### config.mk
export PLATFORM = sky130hd
export DESIGN_NAME = vote_session_ctrl
export DESIGN_NICKNAME = d
export VERILOG_FILES = /design/src/rtl/vote_pkg.sv /design/src/rtl/vote_tally.sv /design/src/rtl/vote_session_ctrl.sv
export SDC_FILE = /design/constraint.sdc
export NUM_CORES = 1
export LEC_CHECK = 0
export ABC_AREA = 1
export CAP_MARGIN = 40
export CORE_MARGIN = 5
export CORE_UTILIZATION = 47
export CTS_BUF_LIST = sky130_fd_sc_hd__clkbuf_2
export DETAILED_ROUTE_END_ITERATION = 8
export HOLD_SLACK_MARGIN = 0.03
export PLACE_DENSITY_LB_ADDON = 0.2
export SYNTH_ARGS = -nofsm -noshare
export SYNTH_HDL_FRONTEND = slang
export SYNTH_SLANG_ARGS = --single-unit
### constraint.sdc
create_clock -name clk -period 1.8 [get_ports clk]
set_clock_uncertainty 0.1 [all_clocks]
set_input_delay 0.36 -clock clk [delete_from_list [all_inputs] [get_ports clk]]
set_output_delay 0.36 -clock clk [all_outputs]
set_load 0.02 [all_outputs]
### src/rtl/vote_pkg.sv
// vote_pkg: shared FSM state type, default session parameters, count-width helper
package vote_pkg;
  typedef enum logic [1:0] {IDLE, OPEN, TALLY, RESULT} state_e;
  localparam int N_VOTERS_DEF = 4;
  localparam int TIMEOUT_CYCLES_DEF = 16;
  localparam int PASS_THRESHOLD_DEF = 3;
  function automatic int cnt_w(input int n);
    return $clog2(n + 1);
  endfunction
endpackage

### src/rtl/vote_tally.sv
// vote_tally: combinational popcount; in bits[N-1:0], out count[$clog2(N+1)-1:0]
module vote_tally import vote_pkg::*; #(
  parameter int N = N_VOTERS_DEF
) (
  input  logic [N-1:0]          bits,
  output logic [cnt_w(N)-1:0]   count
);
  localparam int CW = cnt_w(N);
  always_comb begin
    count = '0;
    for (int i = 0; i < N; i++) count = count + CW'(bits[i]);
  end
endmodule

### src/rtl/vote_session_ctrl.sv
// vote_session_ctrl: voting session FSM; in clk rst_n start abort vote_valid vote_yes, out busy voted_mask done yes_count pass timed_out dup_err
module vote_session_ctrl import vote_pkg::*; #(
  parameter int N_VOTERS       = N_VOTERS_DEF,
  parameter int TIMEOUT_CYCLES = TIMEOUT_CYCLES_DEF,
  parameter int PASS_THRESHOLD = PASS_THRESHOLD_DEF
) (
  input  logic                          clk,
  input  logic                          rst_n,
  input  logic                          start,
  input  logic                          abort,
  input  logic [N_VOTERS-1:0]           vote_valid,
  input  logic [N_VOTERS-1:0]           vote_yes,
  output logic                          busy,
  output logic [N_VOTERS-1:0]           voted_mask,
  output logic                          done,
  output logic [cnt_w(N_VOTERS)-1:0]    yes_count,
  output logic                          pass,
  output logic                          timed_out,
  output logic                          dup_err
);
  localparam int CW = cnt_w(N_VOTERS);
  localparam int TW = $clog2(TIMEOUT_CYCLES);
  state_e state_q, state_d;
  logic [N_VOTERS-1:0] mask_q, mask_d, ballot_q, ballot_d, acc;
  logic [TW-1:0] timer_q, timer_d;
  logic [CW-1:0] yes_q, yes_d, cnt;
  logic pass_q, pass_d, to_q, to_d, dup_q, dup_d, all_voted, last;
  vote_tally #(.N(N_VOTERS)) u_tally (.bits(ballot_q & mask_q), .count(cnt));
  assign acc = vote_valid & ~mask_q;
  assign all_voted = &(mask_q | acc);
  assign last = timer_q == TW'(TIMEOUT_CYCLES - 1);
  always_comb begin
    state_d = state_q;
    mask_d = mask_q;
    ballot_d = ballot_q;
    timer_d = timer_q;
    yes_d = yes_q;
    pass_d = pass_q;
    to_d = to_q;
    dup_d = dup_q;
    case (state_q)
      IDLE: if (start) begin
        state_d = OPEN;
        mask_d = '0;
        ballot_d = '0;
        timer_d = '0;
        to_d = 1'b0;
        dup_d = 1'b0;
      end
      OPEN: if (abort) begin
        state_d = IDLE;
        mask_d = '0;
      end else begin
        mask_d = mask_q | acc;
        ballot_d = (ballot_q & ~acc) | (vote_yes & acc);
        dup_d = dup_q | (|(vote_valid & mask_q));
        state_d = (all_voted || last) ? TALLY : OPEN;
        to_d = !all_voted && last;
        timer_d = (all_voted || last) ? timer_q : timer_q + 1'b1;
      end
      TALLY: if (abort) begin
        state_d = IDLE;
        mask_d = '0;
      end else begin
        state_d = RESULT;
        yes_d = cnt;
        pass_d = cnt >= CW'(PASS_THRESHOLD);
      end
      default: state_d = IDLE;
    endcase
  end
  always_ff @(posedge clk or negedge rst_n)
    if (!rst_n) begin
      state_q <= IDLE;
      mask_q <= '0;
      ballot_q <= '0;
      timer_q <= '0;
      yes_q <= '0;
      pass_q <= 1'b0;
      to_q <= 1'b0;
      dup_q <= 1'b0;
    end else begin
      state_q <= state_d;
      mask_q <= mask_d;
      ballot_q <= ballot_d;
      timer_q <= timer_d;
      yes_q <= yes_d;
      pass_q <= pass_d;
      to_q <= to_d;
      dup_q <= dup_d;
    end
  assign busy = state_q == OPEN || state_q == TALLY;
  assign done = state_q == RESULT;
  assign voted_mask = mask_q;
  assign yes_count = yes_q;
  assign pass = pass_q;
  assign timed_out = to_q;
  assign dup_err = dup_q;
endmodule
Word level (Yosys, flattened, before mapping)
Index checks and enable logic that the tools add are counted.
{ "op_classes": {"n_mux": 19, "eq_ne": 8, "add_sub_neg": 4, "n_bitwise": 11, "magnitude_cmp": 1, "reduce_logical": 13} }
{ "op_table": {"columns": ["op", "n"], "rows": [
  ["$mux 4", 6],
  ["$and 4x4->4", 5],
  ["$pmux 4 s2", 2],
  ["$pmux 4 s3", 1],
  ["$mux 2", 4],
  ["$ne 2x2->1 const B", 4],
  ["$not 4->4", 2],
  ["$or 4x4->4", 2],
  ["$reduce_and 4->1", 2],
  ["$add 3x1->3", 2],
  ["$pmux 2 s3", 1],
  ["$reduce_and 3->1", 2],
  ["$add 4x1->4 const B", 1],
  ["$eq 2x2->1 const B", 2],
  ["$eq 4x4->1 const B", 1],
  ["$pmux 1 s2", 2],
  ["$reduce_or 4->1", 1],
  ["$ge 3x2->1 const B", 1],
  ["$mux 1", 3],
  ["$reduce_bool 3->1", 1],
  ["$add 1x1->2", 1],
  ["$eq 2x1->1 const B", 1],
  ["$logic_not 2->1", 1],
  ["$logic_or 1x1->1", 2],
  ["other kinds (6)", 6]
]} }
{ "totals": {"out_inout_bits": 12, "reg_bits": 20, "word_cells": 64, "in_bits": 12} }

Longest topological paths before layout
{ "depth": {"ltp_word": 8, "mapped_depth": 10} }

Cells and area by module
From an unflattened synthesis, not the netlist that was laid out.
{ "unflattened": {"cells_unflattened": 161, "hier_area_um2": 1208.7} }
{ "by_module_without_submodules": {"columns": ["mod", "seq_area_each_um2", "n_inst", "area_each_um2", "cells_per_inst"], "rows": [
  ["vote_session_ctrl", 500.5, 1, 1144.8, 153],
  ["vote_tally", 0.0, 1, 63.8, 8]
]} }

Least setup slack after synthesis
Ideal clock, no wire load.
{ "synth_path": {"path_kind": "reg2reg", "from": "register mask_q[0], in the netlist voted_mask[0]", "to": "register pass_q, in the netlist pass", "t_required_ps": 1573, "stages_incl_launch_ff": 8, "period_less_slack_ps": 1970, "arrival_time_ps": 1743, "setup_ps": 127, "path_slack_ps": -170, "cell_sequence": "dfrtp_1 nand2_1 inv_1 ha_1 fa_1 ha_1 a21oi_1 o21ai_1"} }
{ "synth_between": {"elab_chain_cells": 5} }
{ "synth_rtl": {"columns": ["item", "line", "text"], "rows": [
  ["start: declaration", "vote_session_ctrl.sv:24", "logic [N_VOTERS-1:0] mask_q, mask_d, ballot_q, ballot_d, acc;"],
  ["start signal: assignment", "vote_session_ctrl.sv:84", "mask_q <= mask_d;"],
  ["$and 4x4->4", "vote_session_ctrl.sv:28", "vote_tally #(.N(N_VOTERS)) u_tally (.bits(ballot_q & mask_q), .count(cnt));"],
  ["$add 1x1->2", "vote_tally.sv:11", "for (int i = 0; i < N; i++) count = count + CW'(bits[i]);"],
  ["$add 3x1->3 (2 in a row)", "vote_tally.sv:11", null],
  ["named net cnt[1]", "vote_session_ctrl.sv:26", "logic [CW-1:0] yes_q, yes_d, cnt;"],
  ["$ge 3x2->1", "vote_session_ctrl.sv:67", "pass_d = cnt >= CW'(PASS_THRESHOLD);"],
  ["end signal: assignment", "vote_session_ctrl.sv:88", "pass_q <= pass_d;"],
  ["end: declaration", "vote_session_ctrl.sv:27", "logic pass_q, pass_d, to_q, to_d, dup_q, dup_d, all_voted, last;"]
]} }
The timed path passes the listed nets, and every way through them passes these cells.
A chain may end at the register's enable or synchronous reset.

Final worst setup path
Ends and elaborated chain as after synthesis.

==> impl_results.md <==
- Clock period minus worst slack: 1.800 ns
- Area delta synth->final: 33.51%
- Layout fillers: between 200 and 250
- Syn_area_per_cell: between 7 and 8 um^2
- Clk Latency, worst-skew pair: about 0.32 ns
- Max IR drop VDD: 652.4 uV
- WL met2: approximately 1.3 mm
- Clock Pin Slew Worst Setup and Hold Paths: approximately 0.2 ns
- Dpl hpwl: slightly above 2 mm
- Worst r2r dst: pass$_DFFE_PN0P_
- Instance area at placement: between 1500 and 2000 um^2
- Core Box Area: 2455 um^2
- Reg-to-Reg Start: voted_mask[0]$_DFFE_PN0P_
- Drt total wl: between 2 and 3 mm
- Iter 0 DRT Violations: 55
- DRT met1 WL: roughly 1.2 mm
- RSZ-0062 raised after global routing: true
- Arrival time worst endpoint: 1.92 ns
- Multi-input logic area: ~660 um^2
- Max-slew violation count: 0
- Worst Reg-to-Reg Cells: 7
- Met3 routed WL: around 120 um
- TritonCTS clock tree: yes
- Hold Fails Final Rpt: 0
- Max Clk Rate: around 0.56 GHz
- CTS Buf Count: 3
- Chip width: slightly above 60 um
- Via count: around 1100
- Power, Total: around 0.0019 W
- Ant diodes: 0
- P_leak: just over 0.9 nW
- # DRC: 0
- Drt pass-1 iters: 4
- PwrDens: ~1200 nW/um^2
- Grt ovf: 0
- ANT nets after route: 0
- Final hold slack: between 0.2 and 0.25 ns
- Setup crit end kind: flop
- Number of global-route vias before repair: between 1000 and 1500
- Fin crit share: 100.0%
- MaxCap Viol Count: 0
- Number of port buffers: 23
- Syn Inst Count: roughly 150
- Nets: ~210
- Die H: just over 60 um
- Largest net degree at the start of global routing: 21
- Post-DR wirelength/cell: about 12 um
- Syn Nets: between 150 and 200
- Most common cell after layout, fill and taps aside: nand2_1
- Top Layer Used: met4
- Maximum fanout along the worst path: 2
- IO Count: 24
- Post-route cell area: around 1600 um^2
- Setup TNS: 0 ns
- # setup viols final: 0
- H-tree depth: 1
- Root Driver: clkbuf_2
- Critical path data required time: about 1.9 ns
- Worst-margin pin slew: about 0.28 ns
- FP Rows: 18
- Maximum root-to-sink buffer count: 2
- Initial antenna violation count: 0
- Layout cells sized above 1: between 20 and 25%
- Worst min path class: in -> async
- Hold_buf cts: 0
- Starting Density: between 40% and 50%
- Synthesized cell area: roughly 1200 um^2
- CP startpoint kind: flop
- Most frequent cells in the layout: nand2_1, nor2_1, dfrtp_1, o21ai_1
- Die ar.: approximately 3700 um^2
- Reg2reg setup slack: ~0.000083 ns
- Post-synthesis cell type count: 23
- Yosys warns: 0
- Vias per cell: 4.910
- First-pass GRT wire length: between 4 and 5 mm
- Worst rel slew slack: between 80% and 90%
- Synth Register Bits: 20
- Num Clock Sinks: 20
- Setup Crit Path Kind: reg -> reg
- Overall global routing resource usage: approximately 16%
- Sequential fraction of the synthesis area: 41.88%
- Reg area: roughly 500 um^2
- Status: completed
- GPL Wtd Cong: just under 0.8
==> cells in the mapped netlist <==
master / instances / share of area [%]
dfrtp_1: 20 / 42
nand2_1: 48 / 15
nor2_1: 18 / 5.7
nor2_4: 1 / 0.94
nand3_1: 8 / 3.4
a22o_1: 1 / 0.73
ha_1: 7 / 7.3
o21a_1: 1 / 0.63
nand3_4: 1 / 1.5
fa_1: 1 / 1.7
inv_2: 7 / 2.2
nor2_8: 1 / 1.7
o21ai_0: 1 / 0.42
nand3_2: 1 / 0.84
inv_1: 12 / 3.8
nand2_2: 4 / 2.1
a21oi_1: 5 / 2.1
xnor2_1: 1 / 0.73
o31ai_1: 1 / 0.63
clkinv_1: 1 / 0.31
or2_4: 1 / 0.73
xor2_1: 1 / 0.73
o21ai_1: 12 / 5.0
==> logic make-up after synthesis <==
kind of cell / count (synthesis) / share of synthesized area (%)
and+or+nand+nor: 83 / 31.83
AOI/OAI and AO/OA: 21 / 9.529
xor gates and xnor gates: 2 / 1.466
adders and majority gates: 8 / 9.005
DFF: 20 / 41.88
buffers and inverters: 20 / 6.283
==> layout make-up <==
| class | count | share of cell area, % |
|---|---|---|
| well taps | 30 | 2.353 |
| inverters | 20 | 4.706 |
| multi-input cells | 114 | 41.10 |
| clock buffers | 4 | 1.255 |
| flip-flops and latches | 20 | 31.53 |
| repair buffers | 33 | 19.06 |
==> flip-flops by register name, indices dropped and copies added (netlist names) <==
name        cells
pass            1
ballot_q        4
timed_out       1
timer_q         4
voted_mask      4
dup_err         1
yes_count       3
state_q         2
==> critical path: stages, from the launching register on <==
cell,delay (ns)
dfrtp_2,0.46
nand2_2,0.07
inv_2,0.04
ha_4,0.23
fa_2,0.37
ha_4,0.23
a21oi_2,0.14
o21ai_1,0.07
==> per-stage QoR <==
stage,cells,setup slack (ns),utilization (%)
2_1_floorplan,154,-0.008143,-
3_3_place_gp,215,0.03683,62.74
3_5_place_dp,215,0.008967,62.74
4_1_cts,219,0.00004174,63.20
5_1_grt,221,-0.07236,64.98
6_report,221,0.00008327,64.98
==> worst max path at each step <==
stage / start / endpoint / slack (ns) / depth (start not counted)
after CTS: voted_mask[0]$_DFFE_PN0P_ / pass$_DFFE_PN0P_ / 0.00004 / 7
final: voted_mask[0]$_DFFE_PN0P_ / pass$_DFFE_PN0P_ / 0.00008 / 7
after detailed placement: state_q[0]$_DFFE_PN0N_ / busy / 0.009 / 3
after global routing: voted_mask[0]$_DFFE_PN0P_ / pass$_DFFE_PN0P_ / -0.07 / 7
after floorplan: voted_mask[0]$_DFFE_PN0P_ / pass$_DFFE_PN0P_ / -0.008 / 7
after global placement: ballot_q[1]$_DFFE_PN0P_ / pass$_DFFE_PN0P_ / 0.04 / 7
==> timing repair <==
action,in CTS,in global routing
pin swaps,0,3
endpoints found under the setup margin,8,9
gates cloned,0,0
resized for setup,11,13
setup buffers,0,2
==> power breakdown <==
part           internal [W]  total (W)  switching, W
registers          0.000572   0.000682      0.000110
clock network     0.0000588   0.000200      0.000141
logic              0.000407   0.000978      0.000570
total               0.00104    0.00186      0.000821
==> metal layers <==
layer | global-route usage, % | vias up
met1 | 19.60 | 501
met3 | 2.979 | 2
met4 | 5.573 | 0
li1 | - | 561
met5 | 0 | -
met2 | 28.40 | 21
(Power assumes the default switching activity.)
==> edit 1 (same flow settings) <==
`TIMEOUT_CYCLES_DEF`: 16 -> 8.
--- a/src/rtl/vote_pkg.sv
+++ b/src/rtl/vote_pkg.sv
@@ -3,5 +3,5 @@
   typedef enum logic [1:0] {IDLE, OPEN, TALLY, RESULT} state_e;
   localparam int N_VOTERS_DEF = 4;
-  localparam int TIMEOUT_CYCLES_DEF = 16;
+  localparam int TIMEOUT_CYCLES_DEF = 8;
   localparam int PASS_THRESHOLD_DEF = 3;
   function automatic int cnt_w(input int n);
Formal check against the unedited RTL: not equivalent (a bounded check fails within 10 cycles, from zero or initial values and one cycle with rst_n low).
==> edit 1 against the unedited design <==
  * Critical path depth is the same
  * Worst hold slack better by 0.018 ns
  * Area after synthesis down 5.2%
  * Combinational power is 2% lower
  * Wire length is 9.1% lower
  * Power down 3.3%
  * Maximum frequency rose by 2.1%
  * Critical endpoint unchanged
  * Highest routed layer unchanged
  * Final area is 4.9% lower
  * Sequential share of layout area barely moved
  * Final cell count is 5.9% lower
  * Sequential power is 4.0% lower
  * Sequential cell count decreased by 1
  * Largest cell class unchanged
  * Setup slack improved by 0.037 ns
==> edit 1: results (changes against the unedited design) <==
GRT
  – Grt met3 use: 0.0261 (-0.00364)
  – Largest net degree at the start of global routing: 20 (-4.8%)
  – Global-route usage over all layers: 0.153 (-0.00735)
  – Vias in the first global route: 983 (-5.6%)

Power
  – Net Switching: 0.000790 W (-3.8%)
  – Worst vdd ir: 0.837 mV (+28%)
  – Power Clock: 0.000185 W (-8%)
  – Static leakage: 0.871 nW (-6.1%)
  – Combinational power: 0.000958 W (-2%)

Place
  – GP Congestion: 0.808 (+3.0%)
  – Place WS: 0.00460 ns (-0.00437 ns)
  – Placed cell count: 204 (-5.1%)
  – Placed instance area: 1490 um^2 (-3.5%)
  – Dpl hpwl: 1.94 mm (-4.6%)

Clocking
  – Setup bufs post-CTS: 0 (unchanged)
  – Clk Latency, worst-skew pair: 0.31 ns
  – Clock-pin slew on the worst setup and hold paths: 0.18 ns (-0.02 ns)
  – Root buf cell: clkbuf_2

Synthesis
  – Ranking of synthesized cells by area: dfrtp_1, nand2_1, ha_1
  – Most instantiated cells after synthesis: nand2_1, dfrtp_1, inv_1
  – Seq/Total Area, Yosys: 0.420 (+0.00104)
  – Netlist cell types: 18 (-22%)
  – Cells after Synth: 144 (-6.5%)
  – Top cell type's share of synthesized area: 0.420 (+0.00104)
  – Mapped Nets: 165 (-5.2%)

Timing
  – Tcrit/Tclk final: 0.980 (-0.0204)
  – WHS: 0.258 ns (+0.0183 ns)

Finish
  – Layout cells sized above 1: 0.178 (-0.0421)
  – Final #Nets: 202 (-4.7%)
  – Sequential Area: 478 um^2 (-5.0%)

Drt
  – Wire length on met2: 1.19 mm (-12%)
  – Met3 wire len: 83 um (-28%)
  – Vias per cell: 4.88 (-0.70%)
  – WL final: 2.40 mm (-9.1%)
  – Met1 wire length: 1.10 mm (-4.8%)

Outcome
  – Status: finished, final reports clean

Setup path
  – Worst flop-to-flop path startpoint: voted_mask[1]
  – Crit-path max cell delay: 0.44 ns (-0.02 ns)
  – Critical path arrival: 1.90 ns (-0.02 ns)
-- edit 1: changes by cell type in the layout (fill, tap and decap cells not counted), moves of 2 or more --
cell,change
nand3_1,-2
inv_1,+6
clkdlybuf4s50_1,+2
nand2_2,-6
nand2_1,+2
nand3b_1,+4
buf_4,-2
nor2_1,-7
inv_2,-4
-- edit 1: repair_timing --
action                     4_1_cts  5_1_grt
setup endpoints to repair        7        7
pin swaps                        0        2
resized for setup                8        6
-- edit 1: kinds of logic after synthesis --
kind of cell,count (synthesis),synth area share
buf+inv,21,0.0696
fa+ha+maj,9,0.106
compound gates,20,0.0950
flops,19,0.420
simple gates,75,0.309
-- edit 1: cell type report --
| type | instances | area share |
|---|---|---|
| tap | 28 | 0.0231 |
| clock buffer | 4 | 0.0132 |
| sequential | 19 | 0.315 |
| inverter | 21 | 0.0519 |
| multi-input combinational | 104 | 0.401 |
| timing repair buffer | 32 | 0.195 |
==> edit 2 (same flow settings) <==
Made on the original files. Encoding of `state_e`: now Gray code (2 bits for 4 states).
--- a/src/rtl/vote_pkg.sv
+++ b/src/rtl/vote_pkg.sv
@@ -1,5 +1,5 @@
 // vote_pkg: shared FSM state type, default session parameters, count-width helper
 package vote_pkg;
-  typedef enum logic [1:0] {IDLE, OPEN, TALLY, RESULT} state_e;
+  typedef enum logic [1:0] {IDLE = 2'b00, OPEN = 2'b01, TALLY = 2'b11, RESULT = 2'b10} state_e;
   localparam int N_VOTERS_DEF = 4;
   localparam int TIMEOUT_CYCLES_DEF = 16;
Check against the original RTL: same outputs for any inputs over 10 cycles, from zero or initial values and one cycle with rst_n low; not proved beyond that.
==> edit 2 against the unedited design <==
  * Final cell count down 10%
  * Wire length is 6.8% lower
  * Sequential cell count unchanged
  * Non-clock buffer count is 4 lower
  * Final area decreased by 8.5%
  * Setup slack improved by 0.040 ns
  * Area after synthesis decreased by 6.0%
  * Critical endpoint unchanged
  * Largest cell class unchanged
Power is not compared: it rests on default switching activity, and its combinational part moved more than twofold at a synthesized area within 25%.
==> edit 2: results (changes against the unedited design) <==
Setup path
  – Slowest stage cell, crit path: dfrtp_2
  – Worst flop-to-flop path startpoint: voted_mask[1]
  – Maximum fanout along the worst path: 2 (unchanged)
  – Flop2flop setup slack: 0.04 ns (+0.04 ns)
  – Crit-path max cell delay: 0.44 ns (-0.02 ns)
  – Critical path arrival: 1.89 ns (-0.03 ns)
  – Critical path class: flop to flop

Outcome
  – Status: finished, final reports clean

Drt
  – WL final: 2.46 mm (-6.8%)
  – Initial drt markers: 13 (-76%)
  – Routed wire length per instance: 12.3 um (+3.5%)
  – Drt first pass iters: 4 (unchanged)
  – Vias per cell: 5.04 (+2.6%)

Synthesis
  – Netlist cell types: 24 (+4.3%)
  – Mapped Nets: 156 (-10%)
  – Ys Warns: 0 (unchanged)
  – Seq/Total Area, Yosys: 0.445 (+0.0266)
  – Most instantiated cells after synthesis: nand2_1, inv_1, dfrtp_1
  – Cells after Synth: 140 (-9.1%)
  – Ranking of synthesized cells by area: dfrtp_1, nand2_1, inv_1

Clocking
  – CTS Buf Count: 3 (unchanged)
  – Clock-pin slew on the worst setup and hold paths: 0.20 ns (about the same)
  – Htree depth: 1 (unchanged)
  – Clk Latency, worst-skew pair: 0.32 ns (about the same)
  – Setup bufs post-CTS: 0 (unchanged)
  – Root buf cell: clkbuf_2

Place
  – Dpl hpwl: 1.92 mm (-5.9%)
  – GP Congestion: 0.845 (+7.8%)
  – Place WS: -0.0525 ns (-0.0614 ns)
  – Placed instance area: 1430 um^2 (-7.1%)
  – Placed cell count: 195 (-9.3%)

GRT
  – Initial antenna violation count: 0 (unchanged)
  – Global-route usage over all layers: 0.156 (-0.00497)
  – Vias in the first global route: 1013 (-2.7%)
  – First-pass GRT wire length: 4.11 mm (-6.3%)

Finish
  – Fillers: 222 (-4.7%)
  – ANT cells: 0 (unchanged)
  – Layout cells sized above 1: 0.152 (-0.0678)
  – Final #Nets: 188 (-11%)

Power
  – Switch share: 0.378
  – Static leakage: 0.844 nW

Timing
  – WHS: 0.244 ns (+0.00376 ns)
  – Worst slew margin: 0.814 (-0.00216)
  – Period minus WS final: 1.76 ns (-0.0400 ns)
==> edit 2: worst max-delay path, delay by kind of cell (launching register included) <==
kind | cells | cell delay (ns)
DFF | 1 | 0.44
AOI/OAI and AO/OA | 2 | 0.18
and+or+nand+nor | 1 | 0.08
adders and majority gates | 3 | 0.83
buffers and inverters | 1 | 0.04
==> edit 2: final timing paths <==
kind,to,cells past startpoint
worst max-delay path,pass,7
worst min-delay path,ballot_q[0],2
worst max register to register,pass,7
worst min register to register,yes_count[1],2
max in group asynchronous,yes_count[2],2
min in group clk,yes_count[1],2
==> edit 2: cells by family after synthesis <==
group / after synthesis / synth area share
compound gates: 18 / 0.117
fa+ha+maj: 4 / 0.0512
buf+inv: 25 / 0.0991
flops: 20 / 0.445
simple gates: 73 / 0.287
==> edit 2: cell type report <==
class | instances | area share
inverter | 23 | 0.0592
clock buffer | 4 | 0.0137
timing repair buffer | 29 | 0.186
sequential | 20 | 0.345
multi-input combinational | 95 | 0.372
tap | 28 | 0.0240
==> edit 2: metal layers <==
layer / up-vias / GRT usage / wire [um]
met5: - / 0 / 0
met4: 0 / 0.0777 / 14
met3: 2 / 0.0307 / 131
met2: 28 / 0.254 / 1210
met1: 463 / 0.195 / 1100
li1: 509 / - / -
==> edit 2: timing repair <==
item                                    in CTS  in global routing
pin swaps                                    0                  2
hold buffers                                 0                  0
endpoints found under the setup margin      10                  4
hold endpoints to repair                     0                  0
resized for setup                            9                  5
==> edit 2: power groups by stage <==
stage	sequential, W	combinational, W	clock (W)
floorplan	0.000624	0.000285	0
global placement	0.000600	0.000447	0
detailed placement	0.000604	0.000463	0
CTS	0.000594	0.000450	0.000206
global route	0.000606	0.000501	0.000223
finish	0.000592	0.000445	0.000194
